### src/rtl/fifo_arb_pkg.sv
// Shared definitions for the FIFO write arbiter and its round-robin selector.
// Contents:
//   arb_state_e - arbiter state encoding (StIdle = 1'b0, StBurst = 1'b1)
//   CNT_W       - width of the beat and stall counters
//   clog2       - index width helper; never returns less than 1
package fifo_arb_pkg;

  typedef enum logic {
    StIdle  = 1'b0,
    StBurst = 1'b1
  } arb_state_e;

  localparam int unsigned CNT_W = 8;

  function automatic int unsigned clog2(input int unsigned n);
    int unsigned r;
    r = 1;
    while ((32'd1 << r) < n) r = r + 1;
    return r;
  endfunction

endpackage

### src/rtl/fifo_wr_arbiter_rr_pick.sv
// Combinational round-robin selector.
// Searches upward from ptr+1 (mod NUM_REQ) and returns the first set request.
// Ports:
//   req   - request vector
//   ptr   - index of the last winner (lowest priority)
//   found - any request set
//   index - winning requester, 0 when nothing is found
module rr_pick #(
  parameter int unsigned NUM_REQ = 4,
  parameter int unsigned IDX_W   = 2
) (
  input  logic [NUM_REQ-1:0] req,
  input  logic [IDX_W-1:0]   ptr,
  output logic               found,
  output logic [IDX_W-1:0]   index
);

  always_comb begin
    int unsigned cand;
    found = 1'b0;
    index = '0;
    cand  = 0;
    for (int unsigned i = 1; i <= NUM_REQ; i++) begin
      cand = (32'(ptr) + i) % NUM_REQ;
      if (!found && req[cand[IDX_W-1:0]]) begin
        found = 1'b1;
        index = cand[IDX_W-1:0];
      end
    end
  end

endmodule

### src/rtl/fifo_wr_arbiter.sv
// Round-robin write arbiter sharing one FIFO write port between NUM_REQ producers.
// Ownership is granted per burst; the owner's beats are passed to the FIFO
// only while the FIFO is not full.
// Ports:
//   clk, rst      - clock, asynchronous active-high reset
//   req           - per-requester beat valid
//   req_data      - packed data, requester i on [i*DATA_W +: DATA_W]
//   req_last      - final beat of a burst, qualified by req
//   gnt           - one-hot beat accept
//   fifo_full     - FIFO full flag
//   fifo_wrt_sig  - FIFO write strobe
//   fifo_din      - FIFO write data
//   owner         - current owner index, valid while busy
//   busy          - arbiter is in a burst
module fifo_wr_arbiter
  import fifo_arb_pkg::*;
#(
  parameter int unsigned NUM_REQ   = 4,
  parameter int unsigned DATA_W    = 8,
  parameter int unsigned BURST_MAX = 4,
  parameter int unsigned STALL_MAX = 8
) (
  input  logic                      clk,
  input  logic                      rst,
  input  logic [NUM_REQ-1:0]        req,
  input  logic [NUM_REQ*DATA_W-1:0] req_data,
  input  logic [NUM_REQ-1:0]        req_last,
  output logic [NUM_REQ-1:0]        gnt,
  input  logic                      fifo_full,
  output logic                      fifo_wrt_sig,
  output logic [DATA_W-1:0]         fifo_din,
  output logic [clog2(NUM_REQ)-1:0] owner,
  output logic                      busy
);

  localparam int unsigned IDX_W = clog2(NUM_REQ);

  arb_state_e       state_q, state_d;
  logic [IDX_W-1:0] owner_q, owner_d;
  logic [IDX_W-1:0] rr_ptr_q, rr_ptr_d;
  logic [CNT_W-1:0] beat_cnt_q, beat_cnt_d;
  logic [CNT_W-1:0] stall_cnt_q, stall_cnt_d;

  logic [DATA_W-1:0] lanes [NUM_REQ];
  logic              pick_found;
  logic [IDX_W-1:0]  pick_idx;
  logic              owner_req;
  logic              accept;
  logic [CNT_W-1:0]  beat_inc;
  logic [CNT_W-1:0]  stall_inc;

  for (genvar i = 0; i < NUM_REQ; i++) begin : g_lanes
    assign lanes[i] = req_data[i*DATA_W +: DATA_W];
  end

  rr_pick #(
    .NUM_REQ (NUM_REQ),
    .IDX_W   (IDX_W)
  ) u_rr_pick (
    .req   (req),
    .ptr   (rr_ptr_q),
    .found (pick_found),
    .index (pick_idx)
  );

  assign owner_req = req[owner_q];
  assign accept    = (state_q == StBurst) && owner_req && !fifo_full;
  assign beat_inc  = beat_cnt_q + 8'd1;
  assign stall_inc = stall_cnt_q + 8'd1;

  // Beat path: everything is zero outside an accepted beat, so a reset
  // (which forces StIdle) immediately clears the outputs.
  always_comb begin
    gnt          = '0;
    fifo_wrt_sig = accept;
    fifo_din     = '0;
    if (accept) begin
      gnt[owner_q] = 1'b1;
      fifo_din     = lanes[owner_q];
    end
  end

  assign owner = owner_q;
  assign busy  = (state_q == StBurst);

  always_comb begin
    state_d     = state_q;
    owner_d     = owner_q;
    rr_ptr_d    = rr_ptr_q;
    beat_cnt_d  = beat_cnt_q;
    stall_cnt_d = stall_cnt_q;
    unique case (state_q)
      StIdle: begin
        if (pick_found) begin
          state_d = StBurst;
          owner_d = pick_idx;
        end
      end
      StBurst: begin
        if (accept) begin
          beat_cnt_d  = beat_inc;
          stall_cnt_d = '0;
          // last and the burst cap may coincide; either one gives a single exit
          if (req_last[owner_q] || (beat_inc == CNT_W'(BURST_MAX))) begin
            state_d     = StIdle;
            rr_ptr_d    = owner_q;
            beat_cnt_d  = '0;
          end
        end else if (!owner_req) begin
          // Only an absent owner counts as a stall; a full FIFO does not.
          stall_cnt_d = stall_inc;
          if (stall_inc == CNT_W'(STALL_MAX)) begin
            state_d     = StIdle;
            rr_ptr_d    = owner_q;
            beat_cnt_d  = '0;
            stall_cnt_d = '0;
          end
        end
      end
      default: state_d = StIdle;
    endcase
  end

  always_ff @(posedge clk or posedge rst) begin
    if (rst) begin
      state_q     <= StIdle;
      owner_q     <= '0;
      rr_ptr_q    <= IDX_W'(NUM_REQ - 1);
      beat_cnt_q  <= '0;
      stall_cnt_q <= '0;
    end else begin
      state_q     <= state_d;
      owner_q     <= owner_d;
      rr_ptr_q    <= rr_ptr_d;
      beat_cnt_q  <= beat_cnt_d;
      stall_cnt_q <= stall_cnt_d;
    end
  end

endmodule

### config.mk
export PLATFORM = sky130hd
export DESIGN_NAME = fifo_wr_arbiter
export DESIGN_NICKNAME = d
export VERILOG_FILES = /design/src/rtl/fifo_arb_pkg.sv /design/src/rtl/fifo_wr_arbiter_rr_pick.sv /design/src/rtl/fifo_wr_arbiter.sv
export SDC_FILE = /design/constraint.sdc
export NUM_CORES = 1
export LEC_CHECK = 0
export BUFFER_PORTS_ARGS = -buffer_cell sky130_fd_sc_hd__buf_2
export CAP_MARGIN = 15
export CORE_MARGIN = 1
export CORE_UTILIZATION = 24
export CTS_BUF_LIST = sky130_fd_sc_hd__clkbuf_8 sky130_fd_sc_hd__clkbuf_16
export CTS_CLUSTER_SIZE = 14
export DETAILED_ROUTE_END_ITERATION = 7
export PLACE_DENSITY = 0.42
export REMOVE_ABC_BUFFERS = 1
export SETUP_SLACK_MARGIN = 0.4
export SLEW_MARGIN = 30
export SYNTH_ARGS = -nofsm -noshare
export SYNTH_HDL_FRONTEND = slang
export SYNTH_SLANG_ARGS = --single-unit
export TNS_END_PERCENT = 10
### constraint.sdc
create_clock -name clk -period 2.8 [get_ports clk]
set_input_delay 0.56 -clock clk [delete_from_list [all_inputs] [get_ports clk]]
set_output_delay 0.56 -clock clk [all_outputs]
set_load 0.05 [all_outputs]
==> flow_metrics.env <==
export IMPL_power_leakage_uw=0.0009314
export IMPL_synth_cell_type_count=40
export IMPL_clk_latency_ps=260
export IMPL_port_buffers=58
export IMPL_crit_chain="buf_12 -> mux4_1 -> and3_1 -> buf_2"
export IMPL_fp_dieW_um=83.37
export IMPL_antenna_found_initial=0
export IMPL_dp_hpwl_mm=3.285
export IMPL_yosys_area_top_type="dfrtp_1"
export IMPL_syn_to_final_growth_pct=27.95
export IMPL_synth_warnings=0
export IMPL_finalSetupViolCount=0
export IMPL_hold_buffers=0
export IMPL_dp_cells=290
export IMPL_cts_tree="done"
export IMPL_synth_cells=158
export IMPL_holdWs_ps=338.0
export IMPL_p_clk_share_pct=10.8
export IMPL_wirelength_mm=4.173
export IMPL_cts_made_buffers=3
export IMPL_h_tree_depth=1
export IMPL_swShare_pct=47.39
export IMPL_finalWeightedCongestion=0.7097
export IMPL_vias_per_cell=4.997
export IMPL_coreArea_mm2=0.006386
export IMPL_synth_edf_count=0
export IMPL_p_comb_share_pct=60.4
export IMPL_overflow=0
export IMPL_cp_slowest_cell="mux4_1"
export IMPL_synth_top_cell_area_share_pct=29.92
export IMPL_async_reset_ff_share_pct=100.0
export IMPL_netlist_area_mm2=0.001589
export IMPL_nets=264
export IMPL_synth_top_cells_by_count="dfrtp_1 (19), nand2_1 (14), inv_1 (13)"
export IMPL_worstPathRequired_ps=2240
export IMPL_cap_violations=0
export IMPL_cp_endpoint="fifo_din[1]"
export IMPL_clock_path_buffers=2
export IMPL_cts_root_buf="clkbuf_8"
export IMPL_outcome="complete, no violations"
export IMPL_ff2ff_setup_slack_ps=680
export IMPL_end_kind="primary output"
export IMPL_grt_total_usage_pct=13.01
export IMPL_drc=0
export IMPL_drv_slew=0
export IMPL_cts_sinks=21
export IMPL_timing_final_hold_violations=0
export IMPL_worstPathArrival_ps=1800
export IMPL_rows=29
export IMPL_cp_max_fo=12
export IMPL_irDropWorstVdd_v=0.0003819
export IMPL_final_core_util_pct=31.84
export IMPL_fmax_ghz=0.4241
export IMPL_yosysMostFrequentCell="dfrtp_1"
export IMPL_intPower_uw=936.4
export IMPL_start_util_pct=24.88
export IMPL_pwr_share_seq_pct=28.8
export IMPL_fp_dieH_um=83.37
export IMPL_synthTopCellsByArea="dfrtp_1 (30%), mux4_2 (8.5%), mux4_1 (6.6%)"
export IMPL_detail_route_antenna_nets=0
export IMPL_wl_per_cell_um=14.15
export IMPL_ys_dominant_reg_cell="dfrtp_1"
export IMPL_nFillCells=686
export IMPL_powerDensity_mw_per_mm2=875.4
export IMPL_dr_pass1_iters=4
export IMPL_clk_pin_slew_worst_paths_ps=70
export IMPL_rsz0062_at_grt="true"
export IMPL_yosysSeqAreaShare_pct=33.23
export IMPL_relSlewSlack_pct=48.45
export IMPL_first_iter_violations=44
export IMPL_switching_power_uw=843.4
export IMPL_grt_max_degree=22
export IMPL_diodes=0
export IMPL_tightest_slew_ps=768.5
export IMPL_ys_seq_elements=21
export IMPL_skew_ps=4.942
export IMPL_cpPeakStageDelay_ps=560
export IMPL_grt_pass1_wl_mm=7.334
export IMPL_dieArea_mm2=0.006951
export IMPL_vias=1474
export IMPL_cp_startpoint="owner[0]"
export IMPL_syn_avg_cell_area_um2=10.06
export IMPL_timing_rr_end="rr_ptr_q[1]"
export IMPL_drive_gt1_share_pct=39.91
export IMPL_r2r_start="stall_cnt_q[0]"
export IMPL_fin_cells=295
export IMPL_finalCritPeriodShare_pct=84.22
export IMPL_final_min_clock_period_ps=2358
export IMPL_grt_pass1_vias=1569
export IMPL_r2r_cells=5
export IMPL_start_kind="register"
export IMPL_io_pins=59
export IMPL_holdCritPathClass="input pin to asynchronous set/reset pin"
export IMPL_crit_type="register to primary output"
==> how the worst min path moves through the flow <==
stage                           endpoint  slack [ps]  depth (start not counted)
after floorplan           stall_cnt_q[0]         490                          1
after global placement     beat_cnt_q[0]         520                          1
after detailed placement  stall_cnt_q[0]         520                          1
after CTS                 stall_cnt_q[4]         500                          2
after global routing       beat_cnt_q[6]         400                          2
final                      beat_cnt_q[7]         340                          2
==> critical path, delay by kind of cell (launching register included) <==
kind | cells | cell delay (ps)
multiplexers | 1 | 560
flip-flops | 1 | 420
buffers and inverters | 2 | 360
AND/OR/NAND/NOR | 1 | 190
==> routing by layer <==
metal | vias up | track usage (%) | share of wire, %
li1 | 727 | - | -
met1 | 684 | 15.61 | 45
met2 | 61 | 23.55 | 48
met3 | 2 | 2.087 | 6.1
met4 | 0 | 4.232 | 0.93
met5 | - | 0 | 0
==> layout make-up <==
class                      count  area, um2  area share (%)
clock buffer                   3      41.29           2.031
clock inverter                 1      3.754          0.1846
inverter                      13      48.80           2.400
multi-input combinational    117      970.9           47.75
sequential                    21      529.3           26.03
tap                           77      96.34           4.738
timing repair buffer          63      342.8           16.86
==> kinds of logic after synthesis <==
group	synth area share (%)
xor+xnor	1.654
flops	33.23
buf+inv	5.197
compound gates	19.29
simple gates	20.47
fa+ha+maj	1.575
mux	18.58
==> flip-flops by register name, summed over array words and instances, names as in the netlist <==
register     flops
beat_cnt_q       8
stall_cnt_q      8
owner            2
rr_ptr_q         2
busy             1
==> power groups by stage <==
stage	Sequential, uW	Clock [uW]	Combinational (uW)
after global placement	522	0	1050
final	513	192	1080
after detailed placement	521	0	1050
after global routing	530	218	1170
after CTS	512	209	1080
after floorplan	592	0	697
==> cell usage in the layout, fill, tap and decap left out, types with 4 or more instances in the layout <==
| master | n |
|---|---|
| nor3_1 | 7 |
| nor2_1 | 8 |
| o22ai_1 | 4 |
| nand2_1 | 14 |
| buf_4 | 5 |
| buf_2 | 57 |
| o221ai_1 | 4 |
| mux4_2 | 8 |
| inv_1 | 13 |
| mux2_2 | 4 |
| dfrtp_1 | 18 |
| o21ai_0 | 9 |
| nand3_1 | 10 |
| and3_1 | 9 |
==> through the flow <==
stage          total power (uW)  setup WS (ps)  TNS (ps)  cell area, um2
3_5_place_dp               1570          463.7         0            1972
5_1_grt                    1917          363.9         0            2033
4_1_cts                    1804          390.4         0            2029
2_1_floorplan              1289         -449.5    -542.9            1555
6_report                   1780          441.9         0            2033
3_3_place_gp               1573          466.6         0            1972
==> repair_timing <==
item,CTS,global route
setup endpoints to repair,9,4
gates resized for setup,4,4
pin swaps,0,0
setup buffers,1,0
(Power assumes the default switching activity.)
